## config.mk

```make
export PLATFORM = sky130hd
export DESIGN_NAME = cart_loader
export DESIGN_NICKNAME = d
export VERILOG_FILES = /design/src/rtl/cart_loader.sv
export SDC_FILE = /design/constraint.sdc
export NUM_CORES = 1
export LEC_CHECK = 0
export BUFFER_PORTS_ARGS = -buffer_cell sky130_fd_sc_hd__buf_4
export CAP_MARGIN = 0
export CELL_PAD_IN_SITES_DETAIL_PLACEMENT = 1
export CELL_PAD_IN_SITES_GLOBAL_PLACEMENT = 2
export CORE_MARGIN = 3
export CORE_UTILIZATION = 36
export DETAILED_ROUTE_END_ITERATION = 12
export GPL_TIMING_DRIVEN = 1
export PLACE_DENSITY = 0.95
export SETUP_SLACK_MARGIN = 0.1
export SLEW_MARGIN = 25
export SYNTH_ARGS = -nofsm -noshare
export SYNTH_HDL_FRONTEND = slang
export SYNTH_SLANG_ARGS = --single-unit
```

## constraint.sdc

```tcl
create_clock -name S_AXI_ACLK -period 4.5 [get_ports S_AXI_ACLK]
set_input_delay 0.675 -clock S_AXI_ACLK [delete_from_list [all_inputs] [get_ports S_AXI_ACLK]]
set_output_delay 0.675 -clock S_AXI_ACLK [all_outputs]
set_load 0.05 [all_outputs]
```

## src/rtl/cart_loader.sv

```systemverilog
// Streams an iNES 1.0 image into the PRG/CHR BRAM ports, latching the header
// and holding the console in reset while the cartridge memories are loaded.
module cart_loader #(
   parameter int PRG_WIDTH = 17,
   parameter int CHR_WIDTH = 15
) (
   input  logic                 S_AXI_ACLK,
   input  logic                 S_AXI_ARESETN,
   input  logic                 start,
   input  logic [7:0]           s_tdata,
   input  logic                 s_tvalid,
   output logic                 s_tready,
   input  logic                 s_tlast,
   output logic [PRG_WIDTH-1:0] BRAM_PRG_addr,
   output logic [31:0]          BRAM_PRG_wr,
   output logic                 BRAM_PRG_en,
   output logic [3:0]           BRAM_PRG_we,
   output logic [CHR_WIDTH-1:0] BRAM_CHR_addr,
   output logic [31:0]          BRAM_CHR_wr,
   output logic                 BRAM_CHR_en,
   output logic [3:0]           BRAM_CHR_we,
   output logic [63:0]          ines_header,
   output logic                 nes_reset,
   output logic                 busy,
   output logic [2:0]           error
);
   // One extra bit so a full-capacity section count does not wrap.
   localparam int CW = ((PRG_WIDTH > CHR_WIDTH) ? PRG_WIDTH : CHR_WIDTH) + 1;
   localparam logic [31:0]   PRG_CAP = 32'd1 << PRG_WIDTH;
   localparam logic [31:0]   CHR_CAP = 32'd1 << CHR_WIDTH;
   localparam logic [CW-1:0] CNT_ONE = CW'(1);

   localparam logic [2:0] ERR_NONE     = 3'd0;
   localparam logic [2:0] ERR_MAGIC    = 3'd1;
   localparam logic [2:0] ERR_TRUNC    = 3'd2;
   localparam logic [2:0] ERR_PRG_SIZE = 3'd3;
   localparam logic [2:0] ERR_CHR_SIZE = 3'd4;
   localparam logic [2:0] ERR_PRG_ZERO = 3'd5;

   typedef enum logic [2:0] {
      S_IDLE, S_HDR, S_TRAINER, S_PRG, S_CHR, S_DRAIN, S_DONE, S_ERR
   } state_t;

   state_t          state_reg, state_next;
   logic [CW-1:0]   cnt_reg, cnt_next;
   logic [2:0]      error_reg, error_next;
   logic            nes_reset_reg, nes_reset_next;
   logic [63:0]     header_reg;
   logic            accept, hdr_latch, prg_write, chr_write, early_last;
   logic [31:0]     cnt_ext, prg_bytes, chr_bytes;
   logic            prg_last, chr_last, magic_ok;
   logic [7:0]      magic_byte;
   logic [2:0]      hdr_idx;

   assign s_tready = (state_reg == S_HDR) || (state_reg == S_TRAINER) ||
                     (state_reg == S_PRG) || (state_reg == S_CHR) || (state_reg == S_DRAIN);
   assign busy     = !((state_reg == S_IDLE) || (state_reg == S_DONE) || (state_reg == S_ERR));
   assign accept   = s_tvalid && s_tready;

   assign cnt_ext   = 32'(cnt_reg);
   assign prg_bytes = {10'd0, header_reg[7:0], 14'd0};
   assign chr_bytes = {11'd0, header_reg[15:8], 13'd0};
   assign prg_last  = (cnt_ext == prg_bytes - 32'd1);
   assign chr_last  = (cnt_ext == chr_bytes - 32'd1);
   assign hdr_idx   = cnt_reg[2:0] - 3'd4;

   always_comb begin
      case (cnt_reg[1:0])
         2'd0:    magic_byte = 8'h4E;
         2'd1:    magic_byte = 8'h45;
         2'd2:    magic_byte = 8'h53;
         default: magic_byte = 8'h1A;
      endcase
   end
   assign magic_ok = (s_tdata == magic_byte);

   always_ff @(posedge S_AXI_ACLK or negedge S_AXI_ARESETN) begin
      if (!S_AXI_ARESETN) state_reg <= S_IDLE;
      else                state_reg <= state_next;
   end

   always_comb begin
      state_next     = state_reg;
      cnt_next       = cnt_reg;
      error_next     = error_reg;
      nes_reset_next = nes_reset_reg;
      hdr_latch      = 1'b0;
      prg_write      = 1'b0;
      chr_write      = 1'b0;
      early_last     = 1'b0;
      case (state_reg)
         S_IDLE, S_DONE, S_ERR: begin
            if (start) begin
               state_next     = S_HDR;
               cnt_next       = '0;
               error_next     = ERR_NONE;
               nes_reset_next = 1'b1;
            end
         end
         S_HDR: begin
            if (accept) begin
               cnt_next   = cnt_reg + CNT_ONE;
               hdr_latch  = (cnt_reg >= CW'(4)) && (cnt_reg <= CW'(11));
               early_last = s_tlast;
               if ((cnt_reg < CW'(4)) && !magic_ok) begin
                  error_next = ERR_MAGIC;
                  state_next = S_DRAIN;
               end else if (cnt_reg == CW'(15)) begin
                  cnt_next = '0;
                  if (header_reg[7:0] == 8'd0)  error_next = ERR_PRG_ZERO;
                  else if (prg_bytes > PRG_CAP) error_next = ERR_PRG_SIZE;
                  else if (chr_bytes > CHR_CAP) error_next = ERR_CHR_SIZE;
                  if (error_next != ERR_NONE) state_next = S_DRAIN;
                  else if (header_reg[18])    state_next = S_TRAINER;
                  else                        state_next = S_PRG;
               end
            end
         end
         S_TRAINER: begin
            if (accept) begin
               cnt_next   = cnt_reg + CNT_ONE;
               early_last = s_tlast;
               if (cnt_reg == CW'(511)) begin
                  cnt_next   = '0;
                  state_next = S_PRG;
               end
            end
         end
         S_PRG: begin
            if (accept) begin
               prg_write = 1'b1;
               cnt_next  = cnt_reg + CNT_ONE;
               if (prg_last) begin
                  cnt_next = '0;
                  if (header_reg[15:8] != 8'd0) begin
                     state_next = S_CHR;
                     early_last = s_tlast;
                  end else if (s_tlast) begin
                     state_next     = S_DONE;
                     nes_reset_next = 1'b0;
                  end else begin
                     state_next = S_DRAIN;
                  end
               end else begin
                  early_last = s_tlast;
               end
            end
         end
         S_CHR: begin
            if (accept) begin
               chr_write = 1'b1;
               cnt_next  = cnt_reg + CNT_ONE;
               if (chr_last) begin
                  cnt_next = '0;
                  if (s_tlast) begin
                     state_next     = S_DONE;
                     nes_reset_next = 1'b0;
                  end else begin
                     state_next = S_DRAIN;
                  end
               end else begin
                  early_last = s_tlast;
               end
            end
         end
         S_DRAIN: begin
            if (accept && s_tlast) begin
               if (error_reg == ERR_NONE) begin
                  state_next     = S_DONE;
                  nes_reset_next = 1'b0;
               end else begin
                  state_next = S_ERR;
               end
            end
         end
         default: state_next = S_IDLE;
      endcase
      // A stream that ends early aborts; an error already found keeps its code.
      if (early_last) begin
         state_next = S_ERR;
         if (error_next == ERR_NONE) error_next = ERR_TRUNC;
      end
   end

   always_ff @(posedge S_AXI_ACLK or negedge S_AXI_ARESETN) begin
      if (!S_AXI_ARESETN) begin
         cnt_reg       <= '0;
         error_reg     <= ERR_NONE;
         nes_reset_reg <= 1'b0;
         header_reg    <= '0;
         BRAM_PRG_addr <= '0;
         BRAM_PRG_wr   <= '0;
         BRAM_PRG_en   <= 1'b0;
         BRAM_PRG_we   <= '0;
         BRAM_CHR_addr <= '0;
         BRAM_CHR_wr   <= '0;
         BRAM_CHR_en   <= 1'b0;
         BRAM_CHR_we   <= '0;
      end else begin
         cnt_reg       <= cnt_next;
         error_reg     <= error_next;
         nes_reset_reg <= nes_reset_next;
         if (hdr_latch) header_reg[{hdr_idx, 3'b000} +: 8] <= s_tdata;
         BRAM_PRG_en <= prg_write;
         BRAM_PRG_we <= prg_write ? (4'b0001 << cnt_reg[1:0]) : 4'b0000;
         if (prg_write) begin
            BRAM_PRG_addr <= {cnt_reg[PRG_WIDTH-1:2], 2'b00};
            BRAM_PRG_wr   <= {4{s_tdata}};
         end
         BRAM_CHR_en <= chr_write;
         BRAM_CHR_we <= chr_write ? (4'b0001 << cnt_reg[1:0]) : 4'b0000;
         if (chr_write) begin
            BRAM_CHR_addr <= {cnt_reg[CHR_WIDTH-1:2], 2'b00};
            BRAM_CHR_wr   <= {4{s_tdata}};
         end
      end
   end

   assign ines_header = header_reg;
   assign nes_reset   = nes_reset_reg;
   assign error       = error_reg;
endmodule
```

==> out/qor.tcl, run 1 <==
set qor(io_pins) 189
set qor(critical_path_peak_fanout) 10
set qor(tritoncts_num_sinks) 143
set qor(synthesis.area_um2) 7521
set qor(critical_path.top_delay_family) {compound AO/OA/AOI/OAI gates}
set qor(worst_r2r_path_depth) 8
set qor(power_per_cell_area_nw_per_um2) 619.6
set qor(final_cell_count_without_fillers) 1111
set qor(timing.critical_path.cells) {inv_1 -> ha_1 -> or3b_1 -> a2111oi_0 -> a311oi_1 -> and4_1 -> a211o_1 -> o31ai_1}
set qor(worst_ir_drop_vdd_uv) 519.8
set qor(routabilityCongestion) 0.8484
set qor(cts_setup_buffers) 0
set qor(final-hold-violation-count) 0
set qor(grt_pass1_wl_um) 34530
set qor(timing.rr.end) {error[1]}
set qor(slew_viol_final) 0
set qor(die_y_um) 150.5
set qor(final_period_minus_worst_setup_slack_ns) 3.175
set qor(groute.layer.met3.usage_pct) 4.425
set qor(timing.reg2reg.setup_slack_ns) 1.32
set qor(post-synth-top-area-fraction_pct) 47.58
set qor(synth_cell_types) 68
set qor(synth-warning-count) 0
set qor(core.rowCount) 52
set qor(resized_cells_post_cts) 0
set qor(synth-seq-cells) 143
set qor(place.port_buffers) 184
set qor(met1_demand_to_capacity_share_in_global_routing_pct) 26.51
set qor(largest_net_degree_at_the_start_of_global_routing) 81
set qor(critical-path-max-stage-delay_ns) 0.52
set qor(placed_cells) 1079
set qor(ctsHtreeMaxLevel) 4
set qor(dpl.hpwl_um) 16000
set qor(globalRouteOverflowTotal) 0
set qor(drv.max_cap_violation_count) 0
set qor(synth.yosys.seq_area_share_pct) 47.58
set qor(final_layout_size_suffix_gt1_share_pct) 38.41
set qor(critPathKind) {register to register}
set qor(wl_per_cell_um) 20.21
set qor(cts_inserted_buffers) 17
set qor(antenna_found_initial) 0
set qor(worstSkewPairLatency_ns) 0.42
set qor(clock_path_buffers) 2
set qor(status) {finished clean}
set qor(grt_setup_unrepaired) {false}
set qor(drtIter0Drc) 221
set qor(finClkSkew_ns) 0.01373
set qor(placeableCoreArea_um2) 20360
set qor(crit_path_end_kind) {register}
set qor(met2_resource_use_gr_pct) 31.94
set qor(worst_case_headroom_to_the_max_slew_limit_pct) 46.71
set qor(gr-max-usage-layer) {met2}
set qor(async_reset_ff_share_pct) 100.0
set qor(hold_class) {primary input to asynchronous set/reset pin}
set qor(synth.area.top_cells) {dfrtp_1, mux2_2, buf_4}
set qor(timing_worst_slew_pin_value_ns) 0.7993
set qor(number_of_nets_with_antenna_violations_after_routing) 0
set qor(floorplan.initialDensity_pct) 36.93
set qor(finalWirelength_um) 22450
set qor(cts_tree) {built}
set qor(routed_via_density) 5.153
set qor(tns_ns) 0
set qor(crit_path_depth) 8
set qor(cts_hold_repair.buffers) 0
set qor(worst_r2r_startpoint) {cnt_reg[0]}
set qor(worstSetupEndpoint) {error[1]}
set qor(grtUsageTotal_pct) 19.59
set qor(setup_violations) 0
set qor(vias) 5725
set qor(synth-edff-count) 0
set qor(ctsRootBufferMaster) {clkbuf_16}
set qor(number_of_iterations_in_the_first_detailed_routing_pass) 4
set qor(areaGrowthSynthToFinish_pct) 23.51
set qor(first_global_vias) 5896
set qor(post-route-drc-count) 0
set qor(largest_reg_flops) 64
set qor(fillers) 2240
set qor(synth_ff_type) {dfrtp_1}
set qor(kind_of_launch_point_of_the_worst_setup_path) {register}
set qor(dieWidth_um) 150.5
set qor(post-route-period-util_pct) 70.56
set qor(arrival_time_reported_for_the_critical_path_endpoint_ns) 3.50
set qor(netlist_instances) 704
set qor(clkTransAtPathRegs_ns) 0.07
set qor(cp.required_ns) 4.83
set qor(post_synth.cell_area_avg_um2) 10.68
set qor(max_clock_freq_ghz) 0.3150
set qor(synth_area_leader_cell) {dfrtp_1}
set qor(power.leakage_uw) 0.004673
set qor(cp.buffers_inverters) 1
set qor(final_nets) 851
set qor(fp.dieArea_um2) 22660
set qor(antenna-diode-count) 0
set qor(crit_slowest_cell) {dfrtp_1}
set qor(startpoint) {cnt_reg[0]}
[worst min-delay path by stage]
stage	cells after the start	from	end
after floorplan	0	S_AXI_ARESETN	BRAM_CHR_addr[10]
after CTS	1	S_AXI_ARESETN	ines_header[19]
final	1	S_AXI_ARESETN	ines_header[19]
after detailed placement	2	BRAM_PRG_addr[12]	BRAM_PRG_addr[12]
after global routing	1	S_AXI_ARESETN	ines_header[19]
after global placement	2	BRAM_PRG_addr[16]	BRAM_PRG_addr[16]
[per-stage QoR]
stage          power [uW]  hold slack [ns]  setup slack [ns]  area (um^2)  utilization [%]
2_1_floorplan        3795           0.3794             1.728         7532                -
3_3_place_gp         4332           0.4632             1.508         8701            42.73
3_5_place_dp         4374           0.4648             1.305         8701            42.73
4_1_cts              5801           0.3236             1.286         9289            45.61
5_1_grt              6019           0.3256            0.9833         9289            45.61
6_report             5755           0.2795             1.325         9289            45.61
[layout make-up]
cell class | count | area [um^2] | share of cell area, %
flip-flops and latches | 143 | 3578 | 38.52
multi-input cells | 462 | 3306 | 35.59
well taps | 270 | 337.8 | 3.637
repair buffers | 189 | 1423 | 15.32
clock inverters | 14 | 148.9 | 1.603
clock buffers | 18 | 439.2 | 4.728
inverters | 15 | 56.30 | 0.6061
[cell usage after synthesis (5+ instances only)]
| library cell | instances |
|---|---|
| buf_4 | 52 |
| clkbuf_1 | 17 |
| a31oi_1 | 15 |
| buf_2 | 10 |
| inv_1 | 15 |
| nor2_1 | 30 |
| ha_1 | 10 |
| a21o_1 | 5 |
| nand2b_1 | 10 |
| nand2_1 | 93 |
| mux2_4 | 24 |
| and3_1 | 15 |
| dfrtp_1 | 143 |
| xor2_1 | 5 |
| o21ai_0 | 22 |
| xnor2_1 | 10 |
| and2_1 | 24 |
| a21oi_1 | 23 |
| nand3_1 | 15 |
| nor4_1 | 5 |
| mux2_2 | 60 |
| nor3_1 | 17 |
| mux2i_1 | 6 |
[placed cells by master, fill, tap and decap left out, drive strengths merged, types with 2 or more instances in the layout]
cell,synthesis,layout
nand3b,2,2
clkinv,0,3
o211ai,4,4
ha,10,10
xor2,5,5
o21bai,4,4
a21o,5,5
and3,15,15
o31ai,3,3
clkbuf,20,18
clkinvlp,0,2
xnor2,10,10
nand3,16,16
nor2,32,32
a31oi,15,15
mux2i,6,6
nand2b,10,10
conb,1,4
mux2,84,84
o21ai,23,23
a21boi,3,3
a211oi,3,3
nor2b,2,2
inv,15,23
dfrtp,143,143
a21oi,24,24
a41oi,4,4
or3,2,2
nand2,96,96
and4,2,2
a2111oi,2,2
nor3,20,20
buf,67,189
nor4,5,5
or4,4,4
and2,27,27
nand4,4,4
[power breakdown]
group          internal [uW]  switching (uW)  total, uW
Combinational            754            1940       2690
Sequential              1440             214       1650
Clock                    798             617       1420
Total                   2990            2770       5760
[worst register-to-register path, delay by kind of cell, from the launching register on]
| kind | cells | cell delay, ns |
|---|---|---|
| AOI/OAI and AO/OA | 4 | 1.20 |
| and+or+nand+nor | 2 | 0.71 |
| DFF | 1 | 0.52 |
| adders and majority gates | 1 | 0.45 |
| buffers and inverters | 1 | 0.20 |
[metal layers]
metal / up-vias / share of wire [%]
li1: 2634 / -
met1: 2918 / 44
met2: 155 / 49
met3: 18 / 5.1
met4: 0 / 1.5
met5: - / 0
[kinds of logic (layout without fill, tap and decap cells)]
family	Yosys count	after routing	synth area share, %
and+or+nand+nor	241	241	16.45
DFF	143	143	47.58
buffers and inverters	102	236	8.651
AOI/OAI and AO/OA	101	101	9.150
muxes	90	90	14.57
xor gates and xnor gates	15	15	1.747
adders and majority gates	11	11	1.797
other	1	4	0.04986
Power figures use the tool's default switching activity.
==> inputs of run 2 (changes only) <==
--- a/config.mk
+++ b/config.mk
@@ -10,10 +10,10 @@
 export CELL_PAD_IN_SITES_DETAIL_PLACEMENT = 1
 export CELL_PAD_IN_SITES_GLOBAL_PLACEMENT = 2
 export CORE_MARGIN = 3
-export CORE_UTILIZATION = 36
+export CORE_UTILIZATION = 30
 export DETAILED_ROUTE_END_ITERATION = 12
 export GPL_TIMING_DRIVEN = 1
-export PLACE_DENSITY = 0.95
+export PLACE_DENSITY = 0.88
 export SETUP_SLACK_MARGIN = 0.1
 export SLEW_MARGIN = 25
 export SYNTH_ARGS = -nofsm -noshare
==> constraint.sdc (replaced) <==
create_clock -name S_AXI_ACLK -period 2.6 [get_ports S_AXI_ACLK]
set_input_delay 0.39 -clock S_AXI_ACLK [delete_from_list [all_inputs] [get_ports S_AXI_ACLK]]
set_output_delay 0.39 -clock S_AXI_ACLK [all_outputs]
set_load 0.05 [all_outputs]
==> run 2 against run 1 <==
Net effect:
- flip-flop and latch count stayed put
- count of clock-buffer cells in the layout is 1 lower
- clock skew is 0.014 ns higher
- first-iteration DRC count is 33% higher
- wire length is 13% higher
- worst hold slack worse by 0.0085 ns
- clock power is 81% higher
- critical path type unchanged
- critical endpoint is now nes_reset
==> out/qor.tcl, run 2 (same netlist as run 1, synthesis figures left out) <==
set qor(worstHoldStart) {s_tdata[1]}
set qor(largest_reg_flops) 64 ;# unchanged
set qor(gr-max-usage-layer) {met2}
set qor(placeableCoreArea_um2) 24460 ;# +20%
set qor(worst_case_headroom_to_the_max_slew_limit_pct) 64.11 ;# +17 points
set qor(worst_ir_drop_vdd_uv) 870.1 ;# +67%
set qor(fp.dieArea_um2) 27010 ;# +19%
set qor(sequential_cell_area_um2) 3587 ;# +0.24%
set qor(status) {finished clean}
set qor(critical_path_peak_fanout) 7 ;# -3
set qor(antenna_found_initial) 0 ;# unchanged
set qor(ctsHtreeMaxLevel) 4 ;# unchanged
set qor(dieWidth_um) 164.3 ;# +9.2%
set qor(cts_inserted_buffers) 17 ;# unchanged
set qor(hold_depth) 3
set qor(worst_r2r_startpoint) {cnt_reg[1]}
set qor(place.port_buffers) 184 ;# unchanged
set qor(groute.layer.met3.usage_pct) 4.515 ;# +0.089 points
set qor(antenna-diode-count) 0 ;# unchanged
set qor(worstSkewPairLatency_ns) 0.44 ;# +0.02 ns
set qor(final_nets) 950 ;# +12%
set qor(timing.reg2reg.setup_slack_ns) 0.06 ;# -1.27 ns
set qor(grtUsageTotal_pct) 17.65 ;# -1.9 points
set qor(placed_cell_area_um2) 9354 ;# +7.5%
set qor(wl_per_cell_um) 20.00 ;# -1.0%
set qor(arrival_time_reported_for_the_critical_path_endpoint_ns) 2.87 ;# -0.63 ns
set qor(dp_worst_setup_slack_ns) -0.1797 ;# -1.485 ns
set qor(finalInstanceArea_um2) 10590 ;# +14%
set qor(drtIter0Drc) 293 ;# +33%
set qor(mostFrequentLayoutCells) {buf_4, dfrtp_1, nand2_1, mux2_2, nor2_1}
set qor(timing.rr.end) {nes_reset}
set qor(cp.required_ns) 2.93 ;# -1.90 ns
set qor(grt_setup_unrepaired) {true}
set qor(die_y_um) 164.3 ;# +9.2%
set qor(kind_of_launch_point_of_the_worst_setup_path) {register}
set qor(max_clock_freq_ghz) 0.3934 ;# +25%
set qor(areaGrowthSynthToFinish_pct) 40.83
set qor(slew_viol_final) 0 ;# unchanged
set qor(core.rowCount) 57 ;# +9.6%
set qor(floorplan.initialDensity_pct) 30.75 ;# -6.2 points
set qor(largest_net_degree_at_the_start_of_global_routing) 54 ;# -33%
set qor(worst_r2r_path_depth) 11 ;# +3
set qor(crit_path_end_kind) {register}
set qor(tritoncts_num_sinks) 143 ;# unchanged
set qor(first_global_vias) 6374 ;# +8.1%
set qor(power_per_cell_area_nw_per_um2) 1032 ;# +67%
set qor(hold_class) {primary input to register}
set qor(power.leakage_uw) 0.005271 ;# +13%
set qor(dpl.hpwl_um) 17670 ;# +10%
set qor(globalRouteOverflowTotal) 0 ;# unchanged
set qor(number_of_nets_with_antenna_violations_after_routing) 0 ;# unchanged
set qor(io_pins) 189 ;# unchanged
set qor(most_common_library_cell_in_the_layout_ignoring_fill_and_taps) {buf_4}
set qor(finClkSkew_ns) 0.02789 ;# +0.01415 ns
set qor(whs_endpoint) {BRAM_PRG_wr[25]}
set qor(clock_path_buffers) 2 ;# unchanged
set qor(vias) 6223 ;# +8.7%
set qor(fillers) 2651 ;# +18%
set qor(critPathKind) {register to register}
set qor(routed_via_density) 4.923 ;# -4.5%
set qor(setup_violations) 0 ;# unchanged
set qor(met2_resource_use_gr_pct) 29.61 ;# -2.3 points
set qor(final-hold-violation-count) 0 ;# unchanged
set qor(number_of_iterations_in_the_first_detailed_routing_pass) 6 ;# +2
set qor(finalWirelength_um) 25290 ;# +13%
set qor(final_period_minus_worst_setup_slack_ns) 2.542 ;# -0.6329 ns
set qor(final_setup_slack_of_the_worst_path_ns) 0.05787 ;# -1.267 ns
set qor(drv.max_cap_violation_count) 0 ;# unchanged
set qor(clkTransAtPathRegs_ns) 0.07 ;# about the same
set qor(met1_demand_to_capacity_share_in_global_routing_pct) 22.90 ;# -3.6 points
set qor(final_layout_size_suffix_gt1_share_pct) 51.06 ;# +13 points
set qor(post-route-drc-count) 0 ;# unchanged
set qor(grt_pass1_wl_um) 36550 ;# +5.8%
set qor(fin_total_pwr_uw) 10930 ;# +90%
set qor(ctsRootBufferMaster) {clkbuf_16}
set qor(routabilityCongestion) 0.7977 ;# -6.0%
set qor(cts_tree) {built}
set qor(multiInputGateArea_um2) 3682 ;# +11%
set qor(timing_worst_slew_pin_value_ns) 0.5384 ;# -0.2609 ns
set qor(post-route-period-util_pct) 97.77 ;# +27 points
-- run 2: per-stage QoR --
step / std cells / TNS, ns / hold WS [ns] / utilization, %
after floorplan: 707 / 0 / 0.09441 / -
after global placement: 1203 / -0.002741 / 0.4004 / 38.24
after detailed placement: 1203 / -1.093 / 0.4004 / 38.24
after CTS: 1243 / 0 / 0.2555 / 41.51
after global routing: 1264 / -0.2051 / 0.2859 / 43.30
final: 1264 / 0 / 0.2710 / 43.30
-- run 2: cell type report --
class / instances / area share (%)
multi-input combinational: 465 / 34.77
sequential: 143 / 33.87
timing repair buffer: 285 / 21.19
clock buffer: 17 / 4.017
tap: 324 / 3.828
clock inverter: 15 / 1.796
inverter: 15 / 0.5316
-- run 2: what timing repair did --
| action | CTS | global route |
|---|---|---|
| cloned | 0 | 3 |
| setup endpoints to repair | 76 | 72 |
| hold endpoints to repair | 51 | 0 |
| setup buffers | 7 | 18 |
| resized for setup | 25 | 52 |
| pin swaps | 16 | 38 |
| hold buffers | 1 | 0 |
-- run 2: per-layer routing --
| layer | vias up | wire (um) |
|---|---|---|
| met1 | 3194 | 10890 |
| met5 | - | 0 |
| li1 | 2840 | - |
| met3 | 16 | 1449 |
| met4 | 0 | 198 |
| met2 | 173 | 12750 |
-- run 2: critical path, cell delays in order (launching register included) --
cell and delay (ns):
dfrtp_1 0.38, buf_6 0.12, ha_4 0.16, nand4_1 0.13
nor2_2 0.22, nand2_2 0.12, a2111oi_4 0.45, a2bb2oi_4 0.26
buf_6 0.15, buf_6 0.09, nand3_2 0.06, mux2_4 0.31
-- run 2: worst max-delay path by stage --
stage,cells after the start,start,end,slack (ns)
2_1_floorplan,9,cnt_reg[0],error[1],0.06
5_1_grt,11,cnt_reg[1],cnt_reg[14],-0.04
6_report,11,cnt_reg[1],nes_reset,0.06
3_3_place_gp,10,ines_header[10],cnt_reg[3],-0.003
4_1_cts,9,ines_header[10],cnt_reg[16],0.0009
3_5_place_dp,10,cnt_reg[0],cnt_reg[14],-0.18
-- run 2: power breakdown --
group	switching, uW	leakage, uW	internal [uW]	total [uW]
Clock	1100	0.000300	1470	2570
Sequential	300	0.00193	2490	2790
Combinational	3750	0.00304	1820	5570
Total	5160	0.00527	5780	10900
==> inputs of run 3 (changes only) <==
--- a/config.mk
+++ b/config.mk
@@ -9,6 +9,7 @@
 export CAP_MARGIN = 0
 export CELL_PAD_IN_SITES_DETAIL_PLACEMENT = 1
 export CELL_PAD_IN_SITES_GLOBAL_PLACEMENT = 2
+export CORE_ASPECT_RATIO = 1.4
 export CORE_MARGIN = 3
 export CORE_UTILIZATION = 30
 export DETAILED_ROUTE_END_ITERATION = 12
==> run 3 against run 2 <==
Net effect:
- die area is essentially flat
- critical path depth is the same
- sequential power is essentially flat
- clock power shrank 3%
- global-route usage shrank 0.21 points
- critical path type unchanged
- worst setup slack lost 0.034 ns
- sequential share of layout area grew 0.91 points
- critical endpoint is now cnt_reg[17]
==> out/qor.tcl, run 3 (same netlist as run 1, synthesis figures left out) <==
set qor(final-hold-violation-count) 0 ;# unchanged
set qor(dpl.hpwl_um) 17600 ;# -0.37%
set qor(kind_of_launch_point_of_the_worst_setup_path) {register}
set qor(status) {finished clean}
set qor(dp_worst_setup_slack_ns) -0.1276 ;# +0.05216 ns
set qor(routabilityCongestion) 0.8560 ;# +7.3%
set qor(tritoncts_num_sinks) 143 ;# unchanged
set qor(final_nets) 929 ;# -2.2%
set qor(largest_reg_flops) 64 ;# unchanged
set qor(timing.reg2reg.setup_slack_ns) 0.02 ;# -0.03 ns
set qor(largest_net_degree_at_the_start_of_global_routing) 56 ;# +3.7%
set qor(critical_path_peak_fanout) 7 ;# unchanged
set qor(slew_viol_final) 0 ;# unchanged
set qor(ctsRootBufferMaster) {clkbuf_16}
set qor(globalRouteOverflowTotal) 0 ;# unchanged
set qor(setup_violations) 0 ;# unchanged
set qor(worstSkewPairLatency_ns) 0.43 ;# about the same
set qor(final_layout_size_suffix_gt1_share_pct) 49.73 ;# -1.3 points
set qor(crit_path_end_kind) {register}
set qor(fin_total_pwr_uw) 10630 ;# -2.7%
set qor(worst_r2r_startpoint) {ines_header[9]}
set qor(hold_class) {primary input to register}
set qor(post-route-drc-count) 0 ;# unchanged
set qor(most_common_library_cell_in_the_layout_ignoring_fill_and_taps) {buf_4}
set qor(mostFrequentLayoutCells) {buf_4, dfrtp_1, nand2_1, mux2_2, nor2_1}
set qor(worst_r2r_path_depth) 11 ;# unchanged
set qor(fp.dieArea_um2) 27030 ;# about the same
set qor(post-route-period-util_pct) 99.09 ;# +1.3 points
set qor(cts_tree) {built}
set qor(die_y_um) 193.3 ;# +18%
set qor(power_per_cell_area_nw_per_um2) 1030 ;# -0.20%
set qor(drtIter0Drc) 297 ;# +1.4%
set qor(timing.rr.end) {cnt_reg[17]}
set qor(finalInstanceArea_um2) 10320 ;# -2.5%
set qor(final_period_minus_worst_setup_slack_ns) 2.576 ;# +0.03418 ns
set qor(drv.max_cap_violation_count) 0 ;# unchanged
set qor(floorplan.initialDensity_pct) 30.94 ;# +0.19 points
set qor(antenna_found_initial) 0 ;# unchanged
set qor(cts_inserted_buffers) 17 ;# unchanged
set qor(core.rowCount) 67 ;# +18%
set qor(critPathKind) {register to register}
set qor(vias) 6035 ;# -3.0%
set qor(dieWidth_um) 139.8 ;# -15%
set qor(placed_cell_area_um2) 9266 ;# -0.94%
set qor(utilization_pct) 42.46 ;# -0.84 points
set qor(placeableCoreArea_um2) 24310 ;# -0.62%
set qor(cp.required_ns) 2.91 ;# -0.02 ns
set qor(clkTransAtPathRegs_ns) 0.07 ;# about the same
set qor(startpoint) {ines_header[9]}
set qor(worstSetupEndpoint) {cnt_reg[17]}
set qor(arrival_time_reported_for_the_critical_path_endpoint_ns) 2.89 ;# +0.02 ns
set qor(clock_path_buffers) 2 ;# unchanged
set qor(number_of_iterations_in_the_first_detailed_routing_pass) 4 ;# -2
set qor(grtUsageTotal_pct) 17.44 ;# -0.21 points
set qor(grt_pass1_wl_um) 37620 ;# +2.9%
set qor(fillers) 2708 ;# +2.2%
set qor(final_setup_slack_of_the_worst_path_ns) 0.02368 ;# -0.03418 ns
set qor(first_global_vias) 6463 ;# +1.4%
set qor(number_of_nets_with_antenna_violations_after_routing) 0 ;# unchanged
set qor(max_clock_freq_ghz) 0.3882 ;# -1.3%
set qor(routed_via_density) 4.910 ;# -0.26%
set qor(finalWirelength_um) 24370 ;# -3.6%
set qor(timing_worst_slew_pin_value_ns) 0.5160 ;# -0.02240 ns
set qor(io_pins) 189 ;# unchanged
set qor(areaGrowthSynthToFinish_pct) 37.25
set qor(worst_ir_drop_vdd_uv) 728.6 ;# -16%
set qor(place.port_buffers) 184 ;# unchanged
set qor(finClkSkew_ns) 0.01194 ;# -0.01594 ns
set qor(wl_per_cell_um) 19.83 ;# -0.88%
set qor(worst_case_headroom_to_the_max_slew_limit_pct) 65.60 ;# +1.5 points
set qor(ctsHtreeMaxLevel) 4 ;# unchanged
set qor(power.leakage_uw) 0.005157 ;# -2.2%
set qor(antenna-diode-count) 0 ;# unchanged
set qor(grt_setup_unrepaired) {true}
## run 3: cell types whose count changed in the layout (fill, tap and decap cells not counted), sizes merged
cell | before | now
a21oi | 27 | 24
clkinv | 2 | 3
buf | 284 | 264
clkbuf | 17 | 19
bufinv | 2 | 1
## run 3: repair_timing
item | 4_1_cts | 5_1_grt
gates resized for setup | 10 | 52
buffers inserted | 6 | 10
setup endpoints to repair | 34 | 76
gates cloned | 0 | 2
endpoints found under the hold margin | 45 | 0
pin swaps | 5 | 27
hold buffers | 1 | 0
## run 3: worst max-delay path: stages (launching register included)
cell and delay, ns:
dfrtp_2 0.40, buf_4 0.16, nor3_4 0.24, xnor2_1 0.16, o211ai_1 0.18, a2111oi_4 0.46
a2bb2oi_4 0.18, buf_6 0.12, a21oi_4 0.10, buf_12 0.17, a21o_1 0.15, a21o_1 0.15
## run 3: through the flow
stage / hold WS [ns] / std cells / setup TNS, ns
after detailed placement: 0.3790 / 1178 / -0.1721
final: 0.2732 / 1229 / 0
after CTS: 0.2574 / 1217 / 0
after global placement: 0.3736 / 1178 / -0.08291
after global routing: 0.2870 / 1229 / -0.7893
after floorplan: 0.09441 / 707 / 0
## run 3: how the worst min path moves through the flow
stage,endpoint,from,depth (start not counted),slack (ns)
global placement,BRAM_CHR_we[3],S_AXI_ARESETN,1,0.37
detailed placement,BRAM_CHR_we[3],S_AXI_ARESETN,1,0.38
CTS,BRAM_PRG_wr[24],s_tdata[0],3,0.26
finish,BRAM_PRG_wr[24],s_tdata[0],3,0.27
floorplan,BRAM_CHR_addr[10],S_AXI_ARESETN,0,0.09
global route,BRAM_PRG_wr[28],s_tdata[4],3,0.29
## run 3: area by class of cell
| class | instances | area (um^2) | area share, % |
|---|---|---|---|
| clock inverter | 15 | 167.7 | 1.624 |
| tap | 310 | 387.9 | 3.758 |
| timing repair buffer | 267 | 2087 | 20.22 |
| multi-input combinational | 462 | 3606 | 34.93 |
| clock buffer | 17 | 425.4 | 4.121 |
| inverter | 15 | 58.81 | 0.5697 |
| sequential | 143 | 3590 | 34.78 |
## run 3: layer usage
layer	up-vias	wire, um	track usage, %
li1	2795	-	-
met1	3082	9662	20.30
met2	127	13370	32.40
met3	31	783	2.593
met4	0	548	5.781
met5	-	0	0
## run 3: power by group
part | internal [uW] | switching [uW] | total [uW] | leakage, uW
Sequential | 2490 | 281 | 2770 | 0.00193
Combinational | 1710 | 3660 | 5370 | 0.00294
Clock | 1370 | 1120 | 2490 | 0.000292
